### config.mk
export PLATFORM = sky130hd
export DESIGN_NAME = etb_trig_router_flat
export DESIGN_NICKNAME = d
export VERILOG_FILES = /design/src/rtl/etb_trig_router_if.sv /design/src/rtl/etb_trig_router.sv /design/src/flat_wrapper.sv
export SDC_FILE = /design/constraint.sdc
export NUM_CORES = 1
export LEC_CHECK = 0
export BUFFER_PORTS_ARGS = -buffer_cell sky130_fd_sc_hd__clkbuf_2
export CAP_MARGIN = 10
export CORE_ASPECT_RATIO = 1.4
export CORE_UTILIZATION = 40
export DETAILED_ROUTE_END_ITERATION = 8
export SLEW_MARGIN = 10
export SYNTH_ARGS = -nofsm -noshare
export SYNTH_HDL_FRONTEND = slang
export SYNTH_SLANG_ARGS = --single-unit
export TNS_END_PERCENT = 10
### constraint.sdc
create_clock -name pclk -period 3.05 [get_ports pclk]
set_input_delay 0.61 -clock pclk [delete_from_list [all_inputs] [get_ports pclk]]
set_output_delay 0.61 -clock pclk [all_outputs]
set_load 0.005 [all_outputs]
### src/rtl/etb_trig_router_if.sv
// -----------------------------------------------------------------------------
// etb_trig_router_if
// APB bundle for the ETB trigger router: zero-wait-state APB, 32-bit
// address and data.
//   psel, penable, pwrite : APB control (master -> slave)
//   paddr, pwdata         : APB address / write data (master -> slave)
//   prdata                : APB read data (slave -> master)
// -----------------------------------------------------------------------------
interface etb_trig_router_if;
   logic        psel;
   logic        penable;
   logic        pwrite;
   logic [31:0] paddr;
   logic [31:0] pwdata;
   logic [31:0] prdata;

   modport master (
      output psel, penable, pwrite, paddr, pwdata,
      input  prdata
   );

   modport slave (
      input  psel, penable, pwrite, paddr, pwdata,
      output prdata
   );
endinterface

### src/rtl/etb_trig_router.sv
// -----------------------------------------------------------------------------
// etb_trig_router
// APB-programmable event trigger router. Each of NCH channels watches one
// source trigger (rising edge) or a software trigger and emits a one-cycle
// "enable on" or "enable off" pulse to one destination timer slot.
//   pclk, presetn      : clock, asynchronous active-low reset
//   apb                : APB slave port (psel/penable/pwrite/paddr/pwdata/prdata)
//   src_trig[NSRC]     : source triggers, rising edge detected
//   dst_trig_en_on     : per-destination one-cycle enable-on pulse
//   dst_trig_en_off    : per-destination one-cycle enable-off pulse
//   intr               : level interrupt, |(STATUS & INTEN)
// Register map (paddr[7:0]): 0x00 CTRL, 0x04 INTEN, 0x08 SWTRIG (wo),
// 0x0C STATUS (w1c), 0x10+4n CHn_CFG {ONESHOT[16], ACT[12], DSTSEL[10:8],
// SRCSEL[6:4], EN[0]}.
// -----------------------------------------------------------------------------
module etb_trig_router #(
   parameter int unsigned NCH  = 4,
   parameter int unsigned NSRC = 8,
   parameter int unsigned NDST = 8
) (
   input  logic             pclk,
   input  logic             presetn,
   etb_trig_router_if.slave apb,
   input  logic [NSRC-1:0]  src_trig,
   output logic [NDST-1:0]  dst_trig_en_on,
   output logic [NDST-1:0]  dst_trig_en_off,
   output logic             intr
);

   localparam logic [7:0] ADDR_CTRL   = 8'h00;
   localparam logic [7:0] ADDR_INTEN  = 8'h04;
   localparam logic [7:0] ADDR_SWTRIG = 8'h08;
   localparam logic [7:0] ADDR_STATUS = 8'h0C;

   // ---------------------------------------------------------------------------
   // APB decode
   // ---------------------------------------------------------------------------
   logic           wr_en;
   logic [7:0]     addr;
   logic           sel_ctrl, sel_inten, sel_swtrig, sel_status;
   logic [NCH-1:0] sel_cfg;

   assign wr_en      = apb.psel & apb.penable & apb.pwrite;
   assign addr       = apb.paddr[7:0];
   assign sel_ctrl   = (addr == ADDR_CTRL);
   assign sel_inten  = (addr == ADDR_INTEN);
   assign sel_swtrig = (addr == ADDR_SWTRIG);
   assign sel_status = (addr == ADDR_STATUS);

   always_comb begin
      sel_cfg = '0;
      for (int n = 0; n < NCH; n++) begin
         sel_cfg[n] = (addr == 8'(16 + 4 * n));
      end
   end

   // Only the low address byte and a subset of write-data bits are decoded.
   logic unused_bits;
   assign unused_bits = ^{apb.paddr[31:8], apb.pwdata};

   // ---------------------------------------------------------------------------
   // State
   // ---------------------------------------------------------------------------
   logic            gen_q;
   logic [NCH-1:0]  inten_q, status_q, sw_q, fire_q;
   logic [NCH-1:0]  en_q, act_q, oneshot_q;
   logic [2:0]      srcsel_q [NCH];
   logic [2:0]      dstsel_q [NCH];
   logic [NSRC-1:0] src_q, src_q2;
   logic [NDST-1:0] pend_on_q, pend_off_q, on_q, off_q;

   logic [NCH-1:0]  status_d, sw_d, en_d, act_d, oneshot_d;
   logic [2:0]      srcsel_d [NCH];
   logic [2:0]      dstsel_d [NCH];

   // ---------------------------------------------------------------------------
   // Fire decision: one stage after the edge/software-trigger stage
   // ---------------------------------------------------------------------------
   logic [7:0]     src_edge;
   logic [NCH-1:0] fire;
   logic [7:0]     pend_on_w, pend_off_w;

   always_comb begin
      src_edge = '0;
      for (int i = 0; i < NSRC; i++) begin
         src_edge[i] = src_q[i] & ~src_q2[i];
      end
      fire       = '0;
      pend_on_w  = '0;
      pend_off_w = '0;
      for (int n = 0; n < NCH; n++) begin
         // SRCSEL beyond NSRC never matches a hardware edge.
         fire[n] = gen_q & en_q[n] &
                   (((32'(srcsel_q[n]) < NSRC) & src_edge[srcsel_q[n]]) | sw_q[n]);
         // DSTSEL beyond NDST still fires (STATUS) but drives nothing.
         if (fire[n] && (32'(dstsel_q[n]) < NDST)) begin
            if (act_q[n]) pend_off_w[dstsel_q[n]] = 1'b1;
            else          pend_on_w[dstsel_q[n]]  = 1'b1;
         end
      end
   end

   // ---------------------------------------------------------------------------
   // Next-state
   // ---------------------------------------------------------------------------
   always_comb begin
      status_d = status_q;
      if (wr_en && sel_status) status_d = status_q & ~apb.pwdata[NCH-1:0];
      // A coincident set beats the write-1-to-clear.
      status_d = status_d | fire_q;

      // Software triggers are dropped entirely while globally disabled.
      sw_d = (wr_en && sel_swtrig && gen_q) ? apb.pwdata[NCH-1:0] : '0;

      en_d      = en_q & ~(fire & oneshot_q);
      act_d     = act_q;
      oneshot_d = oneshot_q;
      srcsel_d  = srcsel_q;
      dstsel_d  = dstsel_q;
      for (int n = 0; n < NCH; n++) begin
         // A CFG write landing on the one-shot fire edge takes priority.
         if (wr_en && sel_cfg[n]) begin
            en_d[n]      = apb.pwdata[0];
            srcsel_d[n]  = apb.pwdata[6:4];
            dstsel_d[n]  = apb.pwdata[10:8];
            act_d[n]     = apb.pwdata[12];
            oneshot_d[n] = apb.pwdata[16];
         end
      end
   end

   always_ff @(posedge pclk or negedge presetn) begin
      if (!presetn) begin
         gen_q      <= 1'b0;
         inten_q    <= '0;
         status_q   <= '0;
         sw_q       <= '0;
         fire_q     <= '0;
         en_q       <= '0;
         act_q      <= '0;
         oneshot_q  <= '0;
         src_q      <= '0;
         src_q2     <= '0;
         pend_on_q  <= '0;
         pend_off_q <= '0;
         on_q       <= '0;
         off_q      <= '0;
         for (int n = 0; n < NCH; n++) begin
            srcsel_q[n] <= '0;
            dstsel_q[n] <= '0;
         end
      end else begin
         if (wr_en && sel_ctrl)  gen_q   <= apb.pwdata[0];
         if (wr_en && sel_inten) inten_q <= apb.pwdata[NCH-1:0];
         status_q   <= status_d;
         sw_q       <= sw_d;
         en_q       <= en_d;
         act_q      <= act_d;
         oneshot_q  <= oneshot_d;
         srcsel_q   <= srcsel_d;
         dstsel_q   <= dstsel_d;
         // Edge detector keeps sampling regardless of GEN so no edge is replayed.
         src_q      <= src_trig;
         src_q2     <= src_q;
         fire_q     <= fire;
         pend_on_q  <= pend_on_w[NDST-1:0];
         pend_off_q <= pend_off_w[NDST-1:0];
         // Off wins over on for the same destination.
         on_q       <= pend_on_q & ~pend_off_q;
         off_q      <= pend_off_q;
      end
   end

   assign dst_trig_en_on  = on_q;
   assign dst_trig_en_off = off_q;
   assign intr            = |(status_q & inten_q);

   // ---------------------------------------------------------------------------
   // Read mux
   // ---------------------------------------------------------------------------
   logic [31:0] rdata;

   always_comb begin
      rdata = '0;
      if (apb.psel) begin
         if (sel_ctrl)   rdata = {31'b0, gen_q};
         if (sel_inten)  rdata = 32'(inten_q);
         if (sel_status) rdata = 32'(status_q);
         for (int n = 0; n < NCH; n++) begin
            if (sel_cfg[n]) begin
               rdata = {15'b0, oneshot_q[n], 3'b0, act_q[n], 1'b0, dstsel_q[n],
                        1'b0, srcsel_q[n], 3'b0, en_q[n]};
            end
         end
      end
   end

   assign apb.prdata = rdata;

endmodule

### src/flat_wrapper.sv
// flat-port wrapper written by rule: the top's interface ports become plain ports
module etb_trig_router_flat 
#(
   parameter int unsigned NCH  = 4,
   parameter int unsigned NSRC = 8,
   parameter int unsigned NDST = 8
)
  (pclk, presetn, src_trig, dst_trig_en_on, dst_trig_en_off, intr, apb_psel, apb_penable, apb_pwrite, apb_paddr, apb_pwdata, apb_prdata);
  etb_trig_router_if apb_i ();
  input  logic pclk;
  input  logic presetn;
  input  logic [NSRC-1:0] src_trig;
  output logic [NDST-1:0] dst_trig_en_on;
  output logic [NDST-1:0] dst_trig_en_off;
  output logic intr;
  input wire logic [$bits(apb_i.psel)-1:0] apb_psel;
  input wire logic [$bits(apb_i.penable)-1:0] apb_penable;
  input wire logic [$bits(apb_i.pwrite)-1:0] apb_pwrite;
  input wire logic [$bits(apb_i.paddr)-1:0] apb_paddr;
  input wire logic [$bits(apb_i.pwdata)-1:0] apb_pwdata;
  output wire logic [$bits(apb_i.prdata)-1:0] apb_prdata;
  assign apb_i.psel = apb_psel;
  assign apb_i.penable = apb_penable;
  assign apb_i.pwrite = apb_pwrite;
  assign apb_i.paddr = apb_paddr;
  assign apb_i.pwdata = apb_pwdata;
  assign apb_prdata = apb_i.prdata;
  etb_trig_router #(.NCH(NCH), .NSRC(NSRC), .NDST(NDST)) u_core (.pclk(pclk), .presetn(presetn), .apb(apb_i), .src_trig(src_trig), .dst_trig_en_on(dst_trig_en_on), .dst_trig_en_off(dst_trig_en_off), .intr(intr));
endmodule
==> run summary, run 1 <==
## Synthesis
- 0.005117 mm2 — post-synthesis instance area
- dfrtp_1 — most instantiated flip-flop cell in the synthesis netlist
- 56 — count of unique library cells instantiated by Yosys
- 12.54% — Synth Area in Compound Gates
- 23.91% — Simple-Gate Fraction of Synth Area
- 481 — Cells after Synth
- dfrtp_1 — largest area contributor in the synthesized netlist
- 49.39% — Synth top area share
- 101 — Yosys reg bits
- 8.142% — portion of netlist area occupied by mux cells
- 0% — XOR/XNOR Fraction of Synth Area
- 0% — Adder-Cell Fraction of Synth Area
- 10.64 um2 — mean instance size in the synthesized netlist
- 0 — number of flops mapped to enable cells by yosys
- dfrtp_1 (49%), mux2_2 (5.7%), buf_4 (2.9%) — largest cells by area after synthesis
- 100.0% — proportion of synthesized flip-flops having asynchronous set or reset
- 0 — Yosys Warn Count
- 49.39% — fraction of the yosys area taken by sequential cells
- simple AND/OR/NAND/NOR gates — main combinational cell family by area after synthesis

## Clock tree
- 70 ps — clock transition at the registers of the reported paths
- done — clock tree from TritonCTS
- 3 — Clock H-tree levels
- clkbuf_16 — CTS Root Buffer Type
- 9 — number of buffers inserted during clock tree synthesis
- 340 ps — source-to-sink clock delay at the later pin of the worst-skew pair
- 0 — Post CTS Setup Buffer Count
- 101 — number of sinks driven by the clock tree
- 2 — Max Buffers Root-to-Sink

## Timing
- false — RSZ-0062 raised after global routing
- 8.607 ps — Setup Skew
- 0 ps — summed negative setup slack over all endpoints
- 2818 ps — post-layout minimum cycle time
- 717.7 ps — actual slew at the worst max-slew pin
- 232.3 ps — crit path setup slack, layout
- 0 — final hold violation count
- 354.9 MHz — Max Clock Freq
- 92.38% — Tcrit/Tclk final
- 0 — Final setup violation count
- 0 — Slew Viols, Final
- 52.16% — Max-Slew Margin vs Limit

## Global route
- 61 — pin count of the biggest net entering global routing
- 21640 um — first-pass GRT wire length
- 0 — antenna violations before repair
- 4095 — vias in the first global route
- 21.28% — Global Route Usage Sum
- 0 — remaining global-route overflow

## Critical path
- 310 ps — CP peak stage delay
- output pin — kind of end point of the critical path
- in2out — kind of critical path
- 6 — critical path fanouts, max
- a21boi_0 — slowest stage cell, crit path
- 2210 ps — Arrival @ worst endpoint
- 3 — Buffers & Inverters on Critical Path
- input pin — category of the worst setup path launch point
- clkbuf_2, nor3_2, and2_1, nand2_1, buf_4, nor2_1, o21ai_0, a21boi_0, clkbuf_2 — critical-path cell list
- 2440 ps — data required time at the worst endpoint
- simple AND/OR/NAND/NOR gates — cell family with the largest share of critical-path delay
- clkbuf_2 — Top cell by count, worst path

## Power
- 610.9 uW — Switching Power
- 5.8% — power share of the combinational group
- 42.5% — clock power share
- 2.787 nW — static leakage power
- 51.7% — share of power burned in registers
- 0.3007 mV — maximum resistive drop on vdd
- 22.72% — switching share of power
- 2.078 mW — Int Pwr
- 461.8 mW/mm2 — power density over the cells

## Floorplanning
- 41.36% — initial standard-cell utilization of the core
- 97.60 um — horizontal extent of the die
- 0.01237 mm2 — area of the placeable core
- 135.8 um — Die Height
- 0.01326 mm2 — Total Die Area
- 126 — I/O Pins
- 48 — number of standard-cell rows in the floorplan

## Route
- 0 — number of DRC violations after detailed routing
- 4001 — total via count after detailed routing
- 216 — number of violations reported at the end of detailed-routing iteration 0
- 13370 um — total routed wirelength
- 5.732 — Vias per Instance
- 19.15 um — detailed-route wire length per cell
- 6 — number of iterations in the first detailed-routing pass
- 0 — ANT nets after route

## Placement
- 0.9179 — final RePlAce weighted congestion
- 682 — total instance count after detailed placement
- 246.9 ps — minimum setup slack after placement
- 61 — input/output buffers
- 9904 um — Detail Placement HPWL

## Layout
- 620 — Final #Nets
- 13.77% — Area Overhead vs Synth
- 698 — final non-filler cell total
- 0 — # diodes
- 47.06% — utilization after layout
- 24.64% — share of cells above drive strength 1

## Status
- complete, no violations — status

## Worst hold path
- in2async — worst min path class

## Run
- 0 — number of maximum-capacitance constraint violations

cell usage after synthesis (3+ instances only):
| library cell | count |
|---|---|
| buf_6 | 3 |
| nor2b_1 | 17 |
| mux2_1 | 11 |
| o21ai_0 | 28 |
| nand3b_1 | 7 |
| nand4_1 | 8 |
| nand2b_1 | 6 |
| nor3_1 | 9 |
| mux2_2 | 26 |
| a32oi_1 | 3 |
| or3_1 | 4 |
| nor4_2 | 3 |
| buf_4 | 20 |
| nor4bb_1 | 7 |
| a22oi_1 | 15 |
| and2_1 | 9 |
| a221o_1 | 3 |
| o22ai_1 | 3 |
| buf_2 | 6 |
| a21boi_0 | 7 |
| dfrtp_1 | 101 |
| nor2_1 | 25 |
| a21o_1 | 8 |
| nor4b_1 | 5 |
| nand3_1 | 27 |
| and3_1 | 12 |
| clkbuf_1 | 12 |
| nor3_2 | 3 |
| nand2_1 | 38 |
| nor4_1 | 4 |
| or3b_1 | 5 |
| inv_1 | 12 |
| o32ai_1 | 3 |
cell families (layout without fill, tap and decap cells):
| family | Yosys count | count (layout) |
|---|---|---|
| AOI/OAI and AO/OA | 88 | 88 |
| buffers and inverters | 53 | 101 |
| DFF | 101 | 101 |
| muxes | 37 | 37 |
| other | 1 | 20 |
| and+or+nand+nor | 201 | 201 |
path summary, 6_finish.rpt:
kind / startpoint / endpoint / slack (ps) / cells past startpoint
setup reg to reg: u_core.srcsel_q[3] / u_core.pend_off_q[3] / 850 / 7
setup / recovery: apb_paddr[5] / apb_prdata[9] / 230 / 9
max in group asynchronous: presetn / u_core.status_q[3] / 1930 / 2
hold reg to reg: u_core.src_q[3] / u_core.src_q2[3] / 370 / 0
hold / removal: presetn / u_core.pend_on_q[2] / 320 / 1
min in group pclk: u_core.src_q[3] / u_core.src_q2[3] / 370 / 0
power groups by stage:
stage | Sequential, mW | Combinational, mW | Clock, mW
after floorplan | 1.40 | 0.0998 | 0
after global placement | 1.41 | 0.155 | 0
after detailed placement | 1.41 | 0.157 | 0
after CTS | 1.39 | 0.158 | 1.18
after global routing | 1.39 | 0.176 | 1.24
final | 1.39 | 0.157 | 1.14
state kept, by name, indices dropped and copies added (netlist names), 8 cells and up:
| register | count |
|---|---|
| u_core.dstsel_q | 12 |
| u_core.srcsel_q | 12 |
| u_core.dst_trig_en_off | 8 |
| u_core.dst_trig_en_on | 8 |
| u_core.pend_off_q | 8 |
| u_core.pend_on_q | 8 |
| u_core.src_q2 | 8 |
| u_core.src_q | 8 |
cell type report:
class	count	area, um2
multi-input combinational	346	2364
tap	150	187.7
inverter	12	45.04
sequential	101	2527
clock inverter	5	57.56
fill	1188	6550
clock buffer	11	242.7
timing repair buffer	73	397.9
per-stage QoR:
stage / hold slack (ps) / cell area [um2] / power [mW]
finish: 323.9 / 5822 / 2.689
global route: 355.2 / 5822 / 2.804
CTS: 345.1 / 5822 / 2.731
detailed placement: 356.2 / 5522 / 1.571
global placement: 354.9 / 5522 / 1.567
floorplan: 314.4 / 5189 / 1.501
repair_timing:
item / in CTS / in global routing
setup endpoints to repair: 0 / 1
resized for setup: 0 / 1
hold buffers: 0 / 0
metal layers:
metal | vias up | share of wire [%] | track usage [%]
met5 | - | 0 | 0
met4 | 0 | 4.1 | 11.19
li1 | 1832 | - | -
met1 | 1983 | 38 | 24.26
met2 | 153 | 54 | 38.38
met3 | 33 | 4.4 | 3.239
cell usage in the layout, fill, tap and decap left out, drive strengths merged, types with 2 or more instances in the layout:
| cell | instances |
|---|---|
| dfrtp | 101 |
| o21ai | 28 |
| nor4bb | 7 |
| o211ai | 2 |
| and3 | 12 |
| a21boi | 8 |
| a221o | 3 |
| conb | 20 |
| nand2b | 6 |
| or4b | 2 |
| nand2 | 38 |
| a21o | 8 |
| and2 | 9 |
| clkinv | 3 |
| nor2b | 17 |
| nor3 | 13 |
| nand3b | 7 |
| nor2 | 26 |
| clkbuf | 71 |
| o22ai | 3 |
| nor3b | 2 |
| buf | 13 |
| a22oi | 15 |
| nand3 | 28 |
| a311o | 2 |
| nand4 | 8 |
| o32ai | 4 |
| nor4b | 5 |
| a32oi | 4 |
| or3b | 5 |
| inv | 13 |
| or3 | 4 |
| and3b | 2 |
| mux2 | 37 |
| a31oi | 2 |
| a21oi | 4 |
| nor4 | 8 |
Note: power is estimated with default switching activity, not from simulation.
==> run 2: changes to the inputs <==
- GPL_TIMING_DRIVEN: not set -> 0
==> run 2 against run 1 <==
  * Setup slack worse by 160 ps
  * Via count up 0.55%
  * Die area unchanged
  * Utilization up 1.3 points
  * Global-route usage down 0.28 points
  * Largest power group unchanged
  * Critical path depth unchanged
  * Sequential power about the same
  * First-iteration DRC count up 22%
  * Critical endpoint is now apb_prdata[0]
  * Wire length about the same
  * Combinational power up 15%
==> run summary, run 2 (synthesis gave the netlist of run 1 again) <==
## Clock tree
- 9 — number of buffers inserted during clock tree synthesis
- 3 — Clock H-tree levels
- 101 — number of sinks driven by the clock tree
- 70 ps — clock transition at the registers of the reported paths
- 2 — Max Buffers Root-to-Sink
- done — clock tree from TritonCTS
- clkbuf_16 — CTS Root Buffer Type
- 350 ps — source-to-sink clock delay at the later pin of the worst-skew pair

## Critical path
- input pin — category of the worst setup path launch point
- 810 ps — worst reg-to-reg setup slack
- 2370 ps — Arrival @ worst endpoint
- clkbuf_2 — Top cell by count, worst path
- u_core.srcsel_q[3] — worst reg2reg startpoint
- apb_paddr[5] — critical path launch point
- clkbuf_2, nor3_2, nand2_1, or3_1, buf_2, inv_1, a22oi_1, a21boi_1, clkbuf_2 — critical-path cell list
- 2440 ps — data required time at the worst endpoint
- output pin — kind of end point of the critical path
- 8 — worst-case reg-to-reg path depth
- or3_1 — slowest stage cell, crit path
- 10 — critical path fanouts, max
- u_core.pend_on_q[7] — critical register-to-register path endpoint
- in2out — kind of critical path
- 380 ps — CP peak stage delay

## Layout
- 1203 — Fillers
- dfrtp_1 — most common library cell in the layout ignoring fill and taps
- 727 — final non-filler cell total
- 48.33% — utilization after layout
- 26.00% — share of cells above drive strength 1
- 0.005979 mm2 — design area
- 16.85% — Area Overhead vs Synth
- 649 — Final #Nets
- 0 — # diodes
- dfrtp_1 (101), clkbuf_2 (60), nand2_1 (38) — commonest cells after routing, fill and taps aside
- u_core.dstsel_q (12), u_core.srcsel_q (12) — registers with the highest flip-flop counts

## Floorplanning
- 48 — number of standard-cell rows in the floorplan
- 126 — I/O Pins
- 41.36% — initial standard-cell utilization of the core
- 0.01237 mm2 — area of the placeable core
- 97.60 um — horizontal extent of the die
- 135.8 um — Die Height
- 0.01326 mm2 — Total Die Area

## Power
- 2.892 nW — static leakage power
- 444.5 mW/mm2 — power density over the cells
- 0.2941 mV — maximum resistive drop on vdd

## Placement
- 9998 um — Detail Placement HPWL
- 711 — total instance count after detailed placement
- 0.9397 — final RePlAce weighted congestion
- 61 — input/output buffers
- 0.005690 mm2 — cell area reported after detailed placement

## Route
- 5.534 — Vias per Instance
- 7 — number of iterations in the first detailed-routing pass
- 13350 um — total routed wirelength
- 4023 — total via count after detailed routing
- 0 — number of DRC violations after detailed routing
- 0 — ANT nets after route
- 18.37 um — detailed-route wire length per cell
- 264 — number of violations reported at the end of detailed-routing iteration 0

## Timing
- 0 — Slew Viols, Final
- false — RSZ-0062 raised after global routing
- 0 — final hold violation count
- 48.94% — Max-Slew Margin vs Limit
- 335.8 MHz — Max Clock Freq
- 340.7 ps — final hold slack
- 7.389 ps — Setup Skew
- 97.65% — Tcrit/Tclk final
- 0 — Final setup violation count
- 2978 ps — post-layout minimum cycle time
- 0 ps — summed negative setup slack over all endpoints
- 765.8 ps — actual slew at the worst max-slew pin

## Global route
- 3930 — vias in the first global route
- 21.01% — Global Route Usage Sum
- 102 — pin count of the biggest net entering global routing
- 0 — remaining global-route overflow
- 21180 um — first-pass GRT wire length
- 0 — antenna violations before repair

## Run
- 0 — number of maximum-capacitance constraint violations

## Status
- complete, no violations — status

## Worst hold path
- in2async — worst min path class

==> run 2: worst max-delay path: cells and delay by family <==
kind,cells,cell delay [ps]
AND/OR/NAND/NOR,3,900
buffers and inverters,4,540
AO/OA/AOI/OAI,2,320
==> run 2: cell type report <==
cell class              count  area, um2  area share [%]
flip-flops and latches    101       2527           42.27
multi-input cells         346       2357           39.42
repair buffers             61      314.1           5.252
clock buffers              13      260.3           4.352
plain buffers              41      259.0           4.331
well taps                 150      187.7           3.139
inverters                  12      45.04          0.7533
clock inverters             3      28.78          0.4813
==> run 2: what timing repair did <==
action / CTS / global route
hold buffers: 0 / 0
setup endpoints to repair: 0 / 1
setup buffers: 0 / 0
gates resized for setup: 0 / 1
==> run 2: worst max-delay path by stage <==
stage,cells past startpoint,endpoint
after floorplan,7,apb_prdata[0]
after global placement,9,apb_prdata[0]
after detailed placement,9,apb_prdata[0]
after CTS,9,apb_prdata[0]
after global routing,9,apb_prdata[0]
final,9,apb_prdata[0]
==> run 2: power by group <==
group | total, mW | switching (mW) | internal [mW] | leakage, nW
clock network | 1.09 | 0.487 | 0.607 | 0.142
registers | 1.38 | 0.0221 | 1.36 | 1.36
logic | 0.180 | 0.108 | 0.0718 | 1.39
total | 2.66 | 0.617 | 2.04 | 2.89
==> run 2: through the flow <==
step | total power, mW | worst slack, ps
after floorplan | 1.501 | 556.8
after global placement | 1.585 | 9.418
after detailed placement | 1.589 | 15.36
after CTS | 2.705 | 7.385
after global routing | 2.762 | 26.13
final | 2.658 | 71.67
==> run 2: metal layers <==
layer | track usage (%) | part of all wire [%]
met1 | 23.74 | 38
met2 | 37.53 | 52
met3 | 3.290 | 4.6
met4 | 12.17 | 4.7
met5 | 0 | 0
